--- src/rtl/taxi_eth_tx_arb.sv ---
// ============================================================================
// taxi_eth_tx_arb
// ----------------------------------------------------------------------------
// Frame-level round-robin arbiter in front of the shared 1G MAC transmit
// stream. Whole frames from PORTS sources are merged onto one output stream,
// and each output beat is tagged with the index of its source port in tid.
// MAC transmit completions are steered back to the port named by their tid.
//
// Optional feature macro: TAXI_ETH_TX_ARB_WATCHDOG_EN
//   When defined, a granted source that stalls mid-frame for TIMEOUT cycles
//   has its frame cut short. The arbiter emits one error beat (tlast=1,
//   tuser=1), discards the rest of the source's frame, and pulses stat_abort.
//   When undefined, a grant is held until tlast, however long that takes.
//
// Ports:
//   clk, rst_n               transmit clock, asynchronous active-low reset
//   s_axis_tx_*   [PORTS]    per-source frame streams (tdata/tkeep/tlast/
//                            tuser/tvalid in, tready out)
//   m_axis_tx_*              merged stream to the MAC (tid = source index)
//   s_axis_tx_cpl_*          completions from the MAC
//   m_axis_tx_cpl_* [PORTS]  per-port completions (tdata/tid broadcast,
//                            tvalid steered by tid)
//   grant_valid, grant_idx   current output owner
//   stat_abort               one-cycle pulse per watchdog abort
// ============================================================================
module taxi_eth_tx_arb #(
    parameter int  PORTS   = 4,
    parameter int  DATA_W  = 8,
    parameter int  ID_W    = 8,
    parameter int  CPL_W   = 96,
    parameter int  TIMEOUT = 1024,
    localparam int IDX_W   = $clog2(PORTS),
    localparam int KEEP_W  = (DATA_W + 7) / 8
) (
    input  logic                             clk,
    input  logic                             rst_n,

    input  logic [PORTS-1:0][DATA_W-1:0]     s_axis_tx_tdata,
    input  logic [PORTS-1:0][KEEP_W-1:0]     s_axis_tx_tkeep,
    input  logic [PORTS-1:0]                 s_axis_tx_tvalid,
    input  logic [PORTS-1:0]                 s_axis_tx_tlast,
    input  logic [PORTS-1:0]                 s_axis_tx_tuser,
    output logic [PORTS-1:0]                 s_axis_tx_tready,

    output logic [DATA_W-1:0]                m_axis_tx_tdata,
    output logic [KEEP_W-1:0]                m_axis_tx_tkeep,
    output logic                             m_axis_tx_tvalid,
    output logic                             m_axis_tx_tlast,
    output logic                             m_axis_tx_tuser,
    output logic [ID_W-1:0]                  m_axis_tx_tid,
    input  logic                             m_axis_tx_tready,

    input  logic [CPL_W-1:0]                 s_axis_tx_cpl_tdata,
    input  logic [ID_W-1:0]                  s_axis_tx_cpl_tid,
    input  logic                             s_axis_tx_cpl_tvalid,
    output logic                             s_axis_tx_cpl_tready,

    output logic [PORTS-1:0][CPL_W-1:0]      m_axis_tx_cpl_tdata,
    output logic [PORTS-1:0][ID_W-1:0]       m_axis_tx_cpl_tid,
    output logic [PORTS-1:0]                 m_axis_tx_cpl_tvalid,
    input  logic [PORTS-1:0]                 m_axis_tx_cpl_tready,

    output logic                             grant_valid,
    output logic [IDX_W-1:0]                 grant_idx,
    output logic                             stat_abort
);

    if (ID_W < IDX_W) begin : g_bad_id_w
        $error("taxi_eth_tx_arb: ID_W must be at least $clog2(PORTS)");
    end
    if (PORTS < 2 || PORTS > 16) begin : g_bad_ports
        $error("taxi_eth_tx_arb: PORTS must be in 2..16");
    end
    if (TIMEOUT < 1) begin : g_bad_timeout
        $error("taxi_eth_tx_arb: TIMEOUT must be at least 1");
    end

    typedef enum logic [1:0] {
        ST_IDLE,
        ST_PASS
`ifdef TAXI_ETH_TX_ARB_WATCHDOG_EN
        , ST_ABORT,
        ST_DRAIN
`endif
    } state_t;

    state_t              state_q, state_d;
    logic [IDX_W-1:0]    grant_q, grant_d;
    logic [IDX_W-1:0]    last_q, last_d;
    logic                m_valid_q, m_valid_d;
    logic [DATA_W-1:0]   m_data_q, m_data_d;
    logic [KEEP_W-1:0]   m_keep_q, m_keep_d;
    logic                m_last_q, m_last_d;
    logic                m_user_q, m_user_d;
    logic [ID_W-1:0]     m_id_q, m_id_d;
    logic [PORTS-1:0]    src_ready;
    logic                out_free;
    logic                pick_found;
    logic [IDX_W-1:0]    pick_idx;

`ifdef TAXI_ETH_TX_ARB_WATCHDOG_EN
    localparam int CNT_W = $clog2(TIMEOUT + 1);
    logic [CNT_W-1:0]    cnt_q, cnt_d;
    logic                started_q, started_d;
    logic                abort_q, abort_d;
`endif

    // The output register can take a new beat when it is empty or its
    // current beat leaves this cycle.
    assign out_free = !m_valid_q || m_axis_tx_tready;

    // Round-robin search: scan ports starting just after the last winner,
    // wrapping past PORTS-1 back to 0. PORTS need not be a power of two,
    // so the wrap is done explicitly rather than by bit truncation.
    always_comb begin
        pick_found = 1'b0;
        pick_idx   = '0;
        for (int k = 1; k <= PORTS; k++) begin
            int j;
            j = int'(last_q) + k;
            if (j >= PORTS) begin
                j = j - PORTS;
            end
            if (!pick_found && s_axis_tx_tvalid[j]) begin
                pick_found = 1'b1;
                pick_idx   = IDX_W'(j);
            end
        end
    end

    // Next-state logic for the grant FSM and the single output register.
    // Only the granted source ever sees tready; a beat accepted from it is
    // loaded straight into the output register and tagged with its index.
    always_comb begin
        state_d   = state_q;
        grant_d   = grant_q;
        last_d    = last_q;
        m_valid_d = m_valid_q;
        m_data_d  = m_data_q;
        m_keep_d  = m_keep_q;
        m_last_d  = m_last_q;
        m_user_d  = m_user_q;
        m_id_d    = m_id_q;
        src_ready = '0;
`ifdef TAXI_ETH_TX_ARB_WATCHDOG_EN
        cnt_d     = cnt_q;
        started_d = started_q;
        abort_d   = 1'b0;
`endif
        if (m_axis_tx_tready) begin
            m_valid_d = 1'b0;
        end

        case (state_q)
            ST_IDLE: begin
`ifdef TAXI_ETH_TX_ARB_WATCHDOG_EN
                cnt_d     = '0;
                started_d = 1'b0;
`endif
                if (pick_found) begin
                    grant_d = pick_idx;
                    last_d  = pick_idx;
                    state_d = ST_PASS;
                end
            end

            ST_PASS: begin
                src_ready[grant_q] = out_free;
                if (s_axis_tx_tvalid[grant_q] && out_free) begin
                    m_valid_d = 1'b1;
                    m_data_d  = s_axis_tx_tdata[grant_q];
                    m_keep_d  = s_axis_tx_tkeep[grant_q];
                    m_last_d  = s_axis_tx_tlast[grant_q];
                    m_user_d  = s_axis_tx_tuser[grant_q];
                    m_id_d    = ID_W'(grant_q);
                    if (s_axis_tx_tlast[grant_q]) begin
                        state_d = ST_IDLE;
                    end
`ifdef TAXI_ETH_TX_ARB_WATCHDOG_EN
                    cnt_d     = '0;
                    started_d = 1'b1;
                end else if (started_q && !s_axis_tx_tvalid[grant_q]) begin
                    // Only source-side starvation counts; output backpressure
                    // with tvalid held high is not a stall.
                    if (cnt_q == CNT_W'(TIMEOUT - 1)) begin
                        cnt_d   = '0;
                        abort_d = 1'b1;
                        state_d = ST_ABORT;
                    end else begin
                        cnt_d = cnt_q + 1'b1;
                    end
`endif
                end
            end

`ifdef TAXI_ETH_TX_ARB_WATCHDOG_EN
            // Terminate the truncated frame downstream with an error beat.
            ST_ABORT: begin
                if (out_free) begin
                    m_valid_d = 1'b1;
                    m_data_d  = '0;
                    m_keep_d  = '1;
                    m_last_d  = 1'b1;
                    m_user_d  = 1'b1;
                    m_id_d    = ID_W'(grant_q);
                    state_d   = ST_DRAIN;
                end
            end

            // Swallow whatever is left of the aborted source frame.
            ST_DRAIN: begin
                src_ready[grant_q] = 1'b1;
                if (s_axis_tx_tvalid[grant_q] && s_axis_tx_tlast[grant_q]) begin
                    state_d = ST_IDLE;
                end
            end
`endif

            default: begin
                state_d = ST_IDLE;
            end
        endcase
    end

    // State and output registers. last_q resets to the top index so that
    // port 0 wins the first arbitration after reset.
    always_ff @(posedge clk or negedge rst_n) begin
        if (!rst_n) begin
            state_q   <= ST_IDLE;
            grant_q   <= '0;
            last_q    <= IDX_W'(PORTS - 1);
            m_valid_q <= 1'b0;
            m_data_q  <= '0;
            m_keep_q  <= '0;
            m_last_q  <= 1'b0;
            m_user_q  <= 1'b0;
            m_id_q    <= '0;
`ifdef TAXI_ETH_TX_ARB_WATCHDOG_EN
            cnt_q     <= '0;
            started_q <= 1'b0;
            abort_q   <= 1'b0;
`endif
        end else begin
            state_q   <= state_d;
            grant_q   <= grant_d;
            last_q    <= last_d;
            m_valid_q <= m_valid_d;
            m_data_q  <= m_data_d;
            m_keep_q  <= m_keep_d;
            m_last_q  <= m_last_d;
            m_user_q  <= m_user_d;
            m_id_q    <= m_id_d;
`ifdef TAXI_ETH_TX_ARB_WATCHDOG_EN
            cnt_q     <= cnt_d;
            started_q <= started_d;
            abort_q   <= abort_d;
`endif
        end
    end

    assign s_axis_tx_tready = src_ready;
    assign m_axis_tx_tvalid = m_valid_q;
    assign m_axis_tx_tdata  = m_data_q;
    assign m_axis_tx_tkeep  = m_keep_q;
    assign m_axis_tx_tlast  = m_last_q;
    assign m_axis_tx_tuser  = m_user_q;
    assign m_axis_tx_tid    = m_id_q;
    assign grant_valid      = (state_q != ST_IDLE);
    assign grant_idx        = grant_q;
`ifdef TAXI_ETH_TX_ARB_WATCHDOG_EN
    assign stat_abort       = abort_q;
`else
    assign stat_abort       = 1'b0;
`endif

    // Completion steering. The full tid is range-checked, not just its low
    // bits, so an out-of-range tid is never aliased onto a real port; such
    // completions are consumed and dropped.
    logic             cpl_in_range;
    logic [IDX_W-1:0] cpl_sel;

    assign cpl_in_range = ({1'b0, s_axis_tx_cpl_tid} < (ID_W + 1)'(PORTS));
    assign cpl_sel      = s_axis_tx_cpl_tid[IDX_W-1:0];

    always_comb begin
        m_axis_tx_cpl_tvalid = '0;
        s_axis_tx_cpl_tready = 1'b1;
        if (cpl_in_range) begin
            m_axis_tx_cpl_tvalid[cpl_sel] = s_axis_tx_cpl_tvalid;
            s_axis_tx_cpl_tready          = m_axis_tx_cpl_tready[cpl_sel];
        end
    end

    for (genvar p = 0; p < PORTS; p++) begin : g_cpl_bcast
        assign m_axis_tx_cpl_tdata[p] = s_axis_tx_cpl_tdata;
        assign m_axis_tx_cpl_tid[p]   = s_axis_tx_cpl_tid;
    end

endmodule

--- config.mk ---
export PLATFORM = sky130hd
export DESIGN_NAME = taxi_eth_tx_arb
export DESIGN_NICKNAME = d
export VERILOG_FILES = /design/src/rtl/taxi_eth_tx_arb.sv
export SDC_FILE = /design/constraint.sdc
export NUM_CORES = 1
export LEC_CHECK = 0
export ABC_AREA = 1
export CAP_MARGIN = 15
export CORE_AREA = 2 2 238 240
export CTS_BUF_LIST = sky130_fd_sc_hd__clkbuf_8 sky130_fd_sc_hd__clkbuf_16
export DETAILED_ROUTE_END_ITERATION = 8
export DIE_AREA = 0 0 240 242
export PLACE_DENSITY = 0.34
export SLEW_MARGIN = 20
export SYNTH_ARGS = -nofsm -noshare
export SYNTH_HDL_FRONTEND = slang
export SYNTH_SLANG_ARGS = --single-unit
--- constraint.sdc ---
create_clock -name clk -period 2 [get_ports clk]
set_input_delay 0.4 -clock clk [delete_from_list [all_inputs] [get_ports clk]]
set_output_delay 0.4 -clock clk [all_outputs]
set_load 0.02 [all_outputs]
==> metrics.txt <==
Compound-Gate Fraction of Synth Area=3.413%; CP Capture Type=output pin; Fmax=0.5090 GHz; Die Width=240 um; Nets=524; CTS Hold Bufs=0; R2R Path End=state_q[0]; hold_ws=0.4811 ns; chip height=242 um; routed len/inst=11.87 um; clk root buf=clkbuf_16; Worst-Skew Late Latency=0.27 ns; Slew Limit Fails=0; Total Power=3.900 mW; sequential-to-total area share from yosys stat=10.27%; setup TNS=0 ns; MaxCap Viol Count=0; H-Tree Depth=1; Pre-antenna DRT Iters=4; ANT cells=0; fraction of layout cells with a size suffix above 1=19.83%; final setup margin=0.03518 ns; Final min period=1.965 ns; num rows=87; maximum VDD drop=327.5 uV; initial core utilization=8.354%; Final Hold Viols=0; R2R Path Start=grant_idx[1]; Placed Cells incl. Taps=1114; vias per cell=2.078; hold path depth=2; gpl congestion=0.6946; CP required=1.60 ns; largest family of logic cells by synthesized area=buffers and inverters; # setup viols final=0; number of global-route vias before repair=2404; first-pass GRT wire length=17050 um; FF-to-FF path depth=8; area of the mapped netlist=0.004656 mm2; Leakage=1.467 nW; maximum fanout along the worst path=5; die area=0.05808 mm2; TritonCTS Buffers=3; Synth-to-Final Area Change=-18.06%; count of cell types in the netlist=29; Max Buffers Root-to-Sink=2; simple-gate share of the synthesized area=15.26%; final core occ=6.845%; DRC viols=0; Fill cells=6614; final wirelength=13280 um; Synth area leaders=buf_4 68%, dfrtp_1 9.1%, nand2_1 7.7%, a22oi_1 1.6%, nand3_1 1.6%; status=finished, final reports clean; I/O pin total=609; synth warn=0; WS Path Type=input port to output pin; final period utilization=98.24%; Placement Setup Slack=-0.8274 ns; gr ovfl total=0; Min-Delay Endpoint=m_axis_tx_tdata[7]; Synth Register Bits=19; area post-placement=0.003760 mm2; TritonCTS Sinks=19; arrival time worst endpoint=1.56 ns; Hold/Removal Path Class=flip-flop to flip-flop; Critical Path Start Type=input port; clk slew on worst S/H paths=0.06 ns; design area=0.003815 mm2; RSZ-0062 raised after global routing=no; leading area contributor after synthesis=buf_4; Mapped Cells=640; Tot GR Track Use=4.140%; Post-Layout Cell Count=1119; CTS tree=done; Detail Placement HPWL=11450 um; DRT antenna net count=0; initial antenna violation count=1; PwrDens=1022 mW/mm2; syn_area_per_cell=7.275 um2; core area=0.05573 mm2; area share of the leading cell type in the synthesized netlist=68.21%; Port Buffers=121; post-synthesis xor/xnor area fraction=0%; proportion of synthesized area in mux cells=0.2150%; worst clock skew=0.004380 ns; DR vias=2325; largest net degree at the start of global routing=20; hold wc startpoint=m_axis_tx_tdata[7]; Synth Area in Adders=0%; DRT iter0 DRCs=43; Reg2Reg Setup Slack=0.29 ns
per-layer routing:
layer  vias up  global-route usage, %  wire, um
li1        980                      -         -
met1       915                  2.824      3503
met2       328                  7.540      6476
met3       102                  1.926      2062
met4         0                  4.658      1240
met5         -                 0.5051         0
cell type report:
type                            instances  area, um2  area share, %
Inverter                               19      76.32          2.001
Multi-Input combinational cell        179      929.6          24.37
Timing Repair Buffer                  142       1306          34.24
Tap cell                              756      945.9          24.80
Clock buffer                            3      75.07          1.968
Clock inverter                          1      3.754        0.09839
Sequential cell                        19      478.0          12.53
cells in the mapped netlist:
master,instances
mux2i_1,1
conb_1,1
nand3_4,1
buf_4,423
o21ai_1,1
inv_1,14
buf_6,2
a22oi_2,1
inv_2,4
o21ai_4,1
o21ai_0,4
o2111ai_1,1
inv_6,1
nand2_4,6
nand2_1,96
a221oi_1,1
a21boi_0,1
nand3_2,3
a22oi_1,10
dfrtp_1,17
nor2_8,1
nor3_1,6
nand4_1,2
nand2_2,9
nand3_1,15
buf_2,4
dfstp_2,2
nor2_1,11
a21oi_1,1
flip-flops by register name, indices dropped and copies added (netlist names):
| name | flops |
|---|---|
| m_axis_tx_tvalid | 1 |
| m_axis_tx_tlast | 1 |
| m_axis_tx_tdata | 8 |
| m_axis_tx_tid | 2 |
| m_axis_tx_tuser | 1 |
| last_q | 2 |
| state_q | 1 |
| m_axis_tx_tkeep | 1 |
| grant_idx | 2 |
cells in the final DEF, fill, tap and decap left out, drive strengths merged, types with 3 or more instances in the layout:
master and instances:
nand2 111, clkdlybuf4s50 92, buf 33, inv 20, nand3 19, dfrtp 17
dlygate4sd2 13, nor2 12, a22oi 11, conb 7, nor3 6, o21ai 6
clkbuf 3
logic make-up (layout without fill, tap and decap cells):
kind of cell           count (synthesis)  count (layout)
AO/OA/AOI/OAI                         21              21
buffers and inverters                448             165
flip-flops                            19              19
multiplexers                           1               1
other                                  1               7
AND/OR/NAND/NOR                      150             150
power by group:
part	internal (mW)	switching, mW
Clock	0.267	0.170
Combinational	1.04	1.67
Sequential	0.582	0.172
Total	1.89	2.01
critical path, stage by stage:
cell and delay, ns:
clkdlybuf4s15_2 0.28, buf_4 0.14, buf_4 0.14, clkdlybuf4s50_1 0.60
timing repair:
item                                    CTS  global route
cloned                                    0             0
gates resized for setup                  64             4
buffers inserted                          0             1
endpoints found under the setup margin   30             7
pin swaps                                 3             1
worst max-delay path by stage:
stage	start	end	depth (start not counted)
after global routing	s_axis_tx_cpl_tid[0]	m_axis_tx_cpl_tid[0]	4
after detailed placement	s_axis_tx_cpl_tid[6]	m_axis_tx_cpl_tvalid[1]	7
after global placement	s_axis_tx_cpl_tid[6]	m_axis_tx_cpl_tvalid[1]	7
after floorplan	s_axis_tx_cpl_tid[5]	m_axis_tx_cpl_tvalid[0]	5
final	s_axis_tx_cpl_tid[0]	m_axis_tx_cpl_tid[0]	4
after CTS	s_axis_tx_cpl_tid[3]	m_axis_tx_cpl_tvalid[3]	5
No activity file was read; power rests on OpenSTA's default activity.
